<file path="config.mk">
export PLATFORM = sky130hd
export DESIGN_NAME = stopwatch_ctrl_flat
export DESIGN_NICKNAME = d
export VERILOG_FILES = /design/src/rtl/stopwatch_ctrl_if.sv /design/src/rtl/stopwatch_ctrl.sv /design/src/flat_wrapper.sv
export SDC_FILE = /design/constraint.sdc
export NUM_CORES = 1
export LEC_CHECK = 0
export BUFFER_PORTS_ARGS = -buffer_cell sky130_fd_sc_hd__buf_4
export CAP_MARGIN = 10
export CORE_AREA = 8 8 45 47
export DETAILED_ROUTE_END_ITERATION = 12
export DIE_AREA = 0 0 53 55
export SLEW_MARGIN = 20
export SYNTH_ARGS = -nofsm -noshare
export SYNTH_HDL_FRONTEND = slang
export SYNTH_SLANG_ARGS = --single-unit
</file>
<file path="constraint.sdc">
create_clock -name clk -period 2.06 [get_ports clk]
set_clock_uncertainty 0.15 [all_clocks]
set_input_delay 0.309 -clock clk [delete_from_list [all_inputs] [get_ports clk]]
set_output_delay 0.309 -clock clk [all_outputs]
set_load 0.01 [all_outputs]
</file>
<file path="src/rtl/stopwatch_ctrl_if.sv">
// Button inputs and control outputs between the stopwatch sequencer and its environment.
// The master side drives the raw buttons; the slave side is the sequencer.
interface stopwatch_ctrl_if;
  logic       btn_ss;
  logic       btn_lr;
  logic       count_en;
  logic       count_clr;
  logic       disp_hold;
  logic [1:0] state;

  modport master (
    output btn_ss,
    output btn_lr,
    input  count_en,
    input  count_clr,
    input  disp_hold,
    input  state
  );

  modport slave (
    input  btn_ss,
    input  btn_lr,
    output count_en,
    output count_clr,
    output disp_hold,
    output state
  );
endinterface

</file>
<file path="src/rtl/stopwatch_ctrl.sv">
// Stopwatch control sequencer: button sync/debounce/edge detect feeding a 4-state FSM.
// Optional debouncer enabled by defining STOPWATCH_CTRL_DEBOUNCE_EN.
module stopwatch_ctrl #(
  parameter int DEBOUNCE_CYCLES = 500_000
) (
  input  logic            clk,
  input  logic            rst,
  stopwatch_ctrl_if.slave sw
);

  typedef enum logic [1:0] {
    IDLE  = 2'b00,
    RUN   = 2'b01,
    LAP   = 2'b10,
    PAUSE = 2'b11
  } state_t;

  if (DEBOUNCE_CYCLES < 2) begin : g_cfg_err
    $error("stopwatch_ctrl: DEBOUNCE_CYCLES must be >= 2");
  end

  // Bit 0 carries start/stop, bit 1 carries lap/reset.
  logic [1:0] raw;
  logic [1:0] sync_p0;
  logic [1:0] sync_p1;
  logic [1:0] lvl;
  logic [1:0] lvl_q;
  logic [1:0] armed;
  logic [1:0] warm;
  logic [1:0] ev;
  logic       ev_ss;
  logic       ev_lr;

  assign raw = {sw.btn_lr, sw.btn_ss};

  // Stage p0/p1: two-flop synchronizer; warm marks when p1 holds real samples
  always_ff @(posedge clk or posedge rst) begin
    if (rst) begin
      sync_p0 <= '0;
      sync_p1 <= '0;
      warm    <= '0;
    end else begin
      sync_p0 <= raw;
      sync_p1 <= sync_p0;
      warm    <= {warm[0], 1'b1};
    end
  end

`ifdef STOPWATCH_CTRL_DEBOUNCE_EN
  localparam int CNT_W = $clog2(DEBOUNCE_CYCLES);

  // Debounce: level flips only after DEBOUNCE_CYCLES consecutive differing samples
  for (genvar i = 0; i < 2; i++) begin : g_db
    logic [CNT_W-1:0] cnt;
    logic             lvl_r;

    always_ff @(posedge clk or posedge rst) begin
      if (rst) begin
        cnt   <= '0;
        lvl_r <= 1'b0;
      end else if (sync_p1[i] != lvl_r) begin
        if (cnt == CNT_W'(DEBOUNCE_CYCLES - 1)) begin
          lvl_r <= sync_p1[i];
          cnt   <= '0;
        end else begin
          cnt <= cnt + 1'b1;
        end
      end else begin
        cnt <= '0;
      end
    end

    assign lvl[i] = lvl_r;
  end
`else
  assign lvl = sync_p1;
`endif

  // Edge stage: a button only arms once it has been seen released, so a press
  // held through reset cannot fire an event when the level first rises.
  always_ff @(posedge clk or posedge rst) begin
    if (rst) begin
      lvl_q <= '0;
      armed <= '0;
    end else begin
      lvl_q <= lvl;
      armed <= armed | ({2{warm[1]}} & ~sync_p1 & ~lvl);
    end
  end

  assign ev    = lvl & ~lvl_q & armed;
  assign ev_ss = ev[0];
  assign ev_lr = ev[1];

  state_t state_q;
  state_t state_d;
  logic   clr_q;
  logic   clr_d;

  // FSM stage: state register and registered clear pulse
  always_ff @(posedge clk or posedge rst) begin
    if (rst) begin
      state_q <= IDLE;
      clr_q   <= 1'b0;
    end else begin
      state_q <= state_d;
      clr_q   <= clr_d;
    end
  end

  // Start/stop takes priority over lap/reset when both arrive together.
  always_comb begin
    state_d = state_q;
    clr_d   = 1'b0;
    case (state_q)
      IDLE: begin
        if (ev_ss)      state_d = RUN;
        else if (ev_lr) clr_d   = 1'b1;
      end
      RUN: begin
        if (ev_ss)      state_d = PAUSE;
        else if (ev_lr) state_d = LAP;
      end
      LAP: begin
        if (ev_ss)      state_d = PAUSE;
        else if (ev_lr) state_d = RUN;
      end
      PAUSE: begin
        if (ev_ss) begin
          state_d = RUN;
        end else if (ev_lr) begin
          state_d = IDLE;
          clr_d   = 1'b1;
        end
      end
      default: state_d = IDLE;
    endcase
  end

  assign sw.state     = state_q;
  assign sw.count_en  = (state_q == RUN) || (state_q == LAP);
  assign sw.disp_hold = (state_q == LAP);
  assign sw.count_clr = clr_q;

endmodule

</file>
<file path="src/flat_wrapper.sv">
// flat-port wrapper written by rule: the top's interface ports become plain ports
module stopwatch_ctrl_flat 
#(
  parameter int DEBOUNCE_CYCLES = 500_000
)
  (clk, rst, sw_btn_ss, sw_btn_lr, sw_count_en, sw_count_clr, sw_disp_hold, sw_state);
  stopwatch_ctrl_if sw_i ();
  input  logic clk;
  input  logic rst;
  input wire logic [$bits(sw_i.btn_ss)-1:0] sw_btn_ss;
  input wire logic [$bits(sw_i.btn_lr)-1:0] sw_btn_lr;
  output wire logic [$bits(sw_i.count_en)-1:0] sw_count_en;
  output wire logic [$bits(sw_i.count_clr)-1:0] sw_count_clr;
  output wire logic [$bits(sw_i.disp_hold)-1:0] sw_disp_hold;
  output wire logic [$bits(sw_i.state)-1:0] sw_state;
  assign sw_i.btn_ss = sw_btn_ss;
  assign sw_i.btn_lr = sw_btn_lr;
  assign sw_count_en = sw_i.count_en;
  assign sw_count_clr = sw_i.count_clr;
  assign sw_disp_hold = sw_i.disp_hold;
  assign sw_state = sw_i.state;
  stopwatch_ctrl #(.DEBOUNCE_CYCLES(DEBOUNCE_CYCLES)) u_core (.clk(clk), .rst(rst), .sw(sw_i));
endmodule
</file>
==> out/metrics.yaml <==
outcome:
  status: "complete, no violations"
sta:
  slew_violations: 0
  setup_viol: 0
  fin_crit_ns: 1.75
  tns_ns: 0
  rsz0062_at_grt: "no"
  fin_crit_sh: 0.852
  fmax_ghz: 0.570
  post-route-worst-setup-slack_ns: 0.306
  finalHoldViolCount: 0
power:
  p_sw_mw: 0.297
  powerDensity_nw_per_um2: 1230
  p_leak_nw: 0.334
  p_clk_frac: 0.177
  internal_power_mw: 0.548
  comb_power_share: 0.447
  irDropWorstVdd_uv: 563
  power.share.sequential: 0.376
  switching_share: 0.352
global_routing:
  use_met1: 0.0617
  grt_pass1_vias: 377
  grt-busiest-layer: "met2"
  antenna_found_initial: 0
  grt_overflow_total: 0
  grt_max_degree: 14
  track_usage: 0.0704
  grt_pass1_wl_um: 1500
  gr-usage-met3: 0.0214
  use_met2: 0.127
synthesis:
  avgSynthCellArea_um2: 14.1
  yosys_warnings: 0
  async_reset_ff_frac: 1.00
  syn_nets: 48
  synth_common_cells: "dfrtp_1 (13), inv_1 (6), ha_1 (5), a21o_1 (3)"
  synth_area_leaders: "dfrtp_1 (59%), ha_1 (11%), nor4bb_4 (4.5%)"
  synthFlopType: "dfrtp_1"
  synthCells: 39
  synth_edf_count: 0
  synthesis.area_um2: 551
  yosysSeqAreaShare: 0.591
  yosysUniqueCellTypes: 16
  synth.ff_latch_count: 13
  yosysMostFrequentCell: "dfrtp_1"
  synth.top_cell.area_share: 0.591
  synth.largest_area_cell: "dfrtp_1"
route:
  routedWlPerCell_um: 12.0
  drtIter0Drc: 2
  ant_nets: 0
  drc: 0
  firstDrtPassIters: 2
  vias: 338
  routed_via_density: 4.83
  routed_wl_um: 842
setup_path:
  cp_cell_sequence: "inv_1 > ha_1 > buf_4"
  required_ns: 1.60
  worstPathMaxFanout: 5
  crit_slowest_cell: "dfrtp_1"
  start_kind: "flop"
  arrival_ns: 1.30
  crit_path_end_kind: "primary output"
  max_stage_delay_ns: 0.42
  crit_type: "flop to primary output"
cts:
  cts.root.buffer_cell: "clkbuf_4"
  post_cts_buffers: 0
  cts.sinks: 13
  cts_buffer_depth: 2
  insertion_delay_ns: 0.27
  clk_transition_reported_paths_ns: 0.07
  cts_tree: "built"
  numCtsBuffers: 3
  cts_max_level: 1
hold_path:
  hp-class: "flop to flop"
die:
  row_count: 14
  pin_count: 9
  start_util: 0.398
  die_h_um: 55
  die_w_um: 53
  dieArea_um2: 2920
  core_um2: 1380
placement:
  gp_congestion: 0.687
  dp_hpwl_um: 654
  port_buffers: 8
  pre_cts_ws_ns: 0.318
finish:
  utilization: 0.496
  final_nets: 64
  antenna_cells: 0
  synthToLayoutAreaGrowth_pct: 24.8
  final_layout_size_suffix_gt1_frac: 0.278
run:
  cap_violations: 0
## power by group through the flow
stage | Sequential [mW] | Combinational (mW) | Clock [mW]
floorplan | 0.330 | 0.251 | 0
global placement | 0.319 | 0.363 | 0
detailed placement | 0.324 | 0.380 | 0
CTS | 0.318 | 0.386 | 0.156
global route | 0.324 | 0.420 | 0.165
finish | 0.317 | 0.378 | 0.150
## registers in the layout (all words and copies together), names as in the netlist
| name | count |
|---|---|
| u_core.sw.state | 2 |
| u_core.warm | 2 |
| u_core.lvl_q | 2 |
| u_core.lvl | 2 |
| u_core.sw.count_clr | 1 |
| u_core.armed | 2 |
| u_core.sync_p0 | 2 |
## worst max-delay path, delay by kind of cell, from the launching register on
family / cells / cell delay, ns
buf+inv: 2 / 0.29
flops: 1 / 0.42
fa+ha+maj: 1 / 0.33
## layout by cell type (no fill, tap or decap)
cell type,count
o21ba_2,1
o32ai_1,1
a22oi_2,1
dlygate4sd3_1,3
o21ai_1,1
clkbuf_4,3
nor4_1,1
clkbuf_1,1
and3b_1,1
nor2_1,1
ha_1,5
buf_4,8
nor4_4,1
dfrtp_1,13
inv_1,6
conb_1,1
o311ai_1,1
a21o_1,3
nand2_1,1
nor4bb_4,1
## cell families after synthesis
group                      count (synthesis)  share of synthesized area
AOI/OAI and AO/OA                          8                      0.123
adders and majority gates                  5                      0.114
buffers and inverters                      6                     0.0409
DFF                                       13                      0.591
other                                      1                    0.00681
and+or+nand+nor                            6                      0.125
## what timing repair did
item | in CTS | in global routing
gates resized for setup | 0 | 0
hold buffers | 3 | 0
endpoints found under the hold margin | 15 | 0
## routing by layer
layer | up-vias | routed length, um
li1 | 161 | -
met1 | 164 | 324
met2 | 9 | 441
met3 | 4 | 55
met4 | 0 | 21
met5 | - | 0
## per-stage QoR
stage	hold slack, ns	instances	power [mW]	instance area (um^2)
global route	0.217	70	0.910	687
detailed placement	0.192	63	0.704	631
global placement	0.183	63	0.682	631
finish	0.204	70	0.845	687
CTS	0.209	70	0.861	687
floorplan	0.0360	39	0.581	551
## final cells by class
type,instances,area (um^2)
Clock buffer,4,26.3
Inverter,6,22.5
Timing Repair Buffer,11,90.1
Tap cell,16,20.0
Multi-Input combinational cell,20,203
Fill cell,115,697
Sequential cell,13,325
## worst paths after layout
| kind | from | end | slack, ns | cells after the start |
|---|---|---|---|---|
| worst max register to register | u_core.sw.state[0] | u_core.sw.state[0] | 0.32 | 5 |
| worst min register to register | u_core.sync_p0[1] | u_core.lvl[1] | 0.20 | 0 |
| max in group asynchronous | rst | u_core.sw.state[0] | 0.98 | 3 |
| worst max-delay path | u_core.sw.state[0] | sw_count_en | 0.31 | 3 |
| worst min-delay path | u_core.sync_p0[1] | u_core.lvl[1] | 0.20 | 0 |
| min in group asynchronous | rst | u_core.armed[1] | 0.45 | 3 |
(Power assumes the default switching activity.)
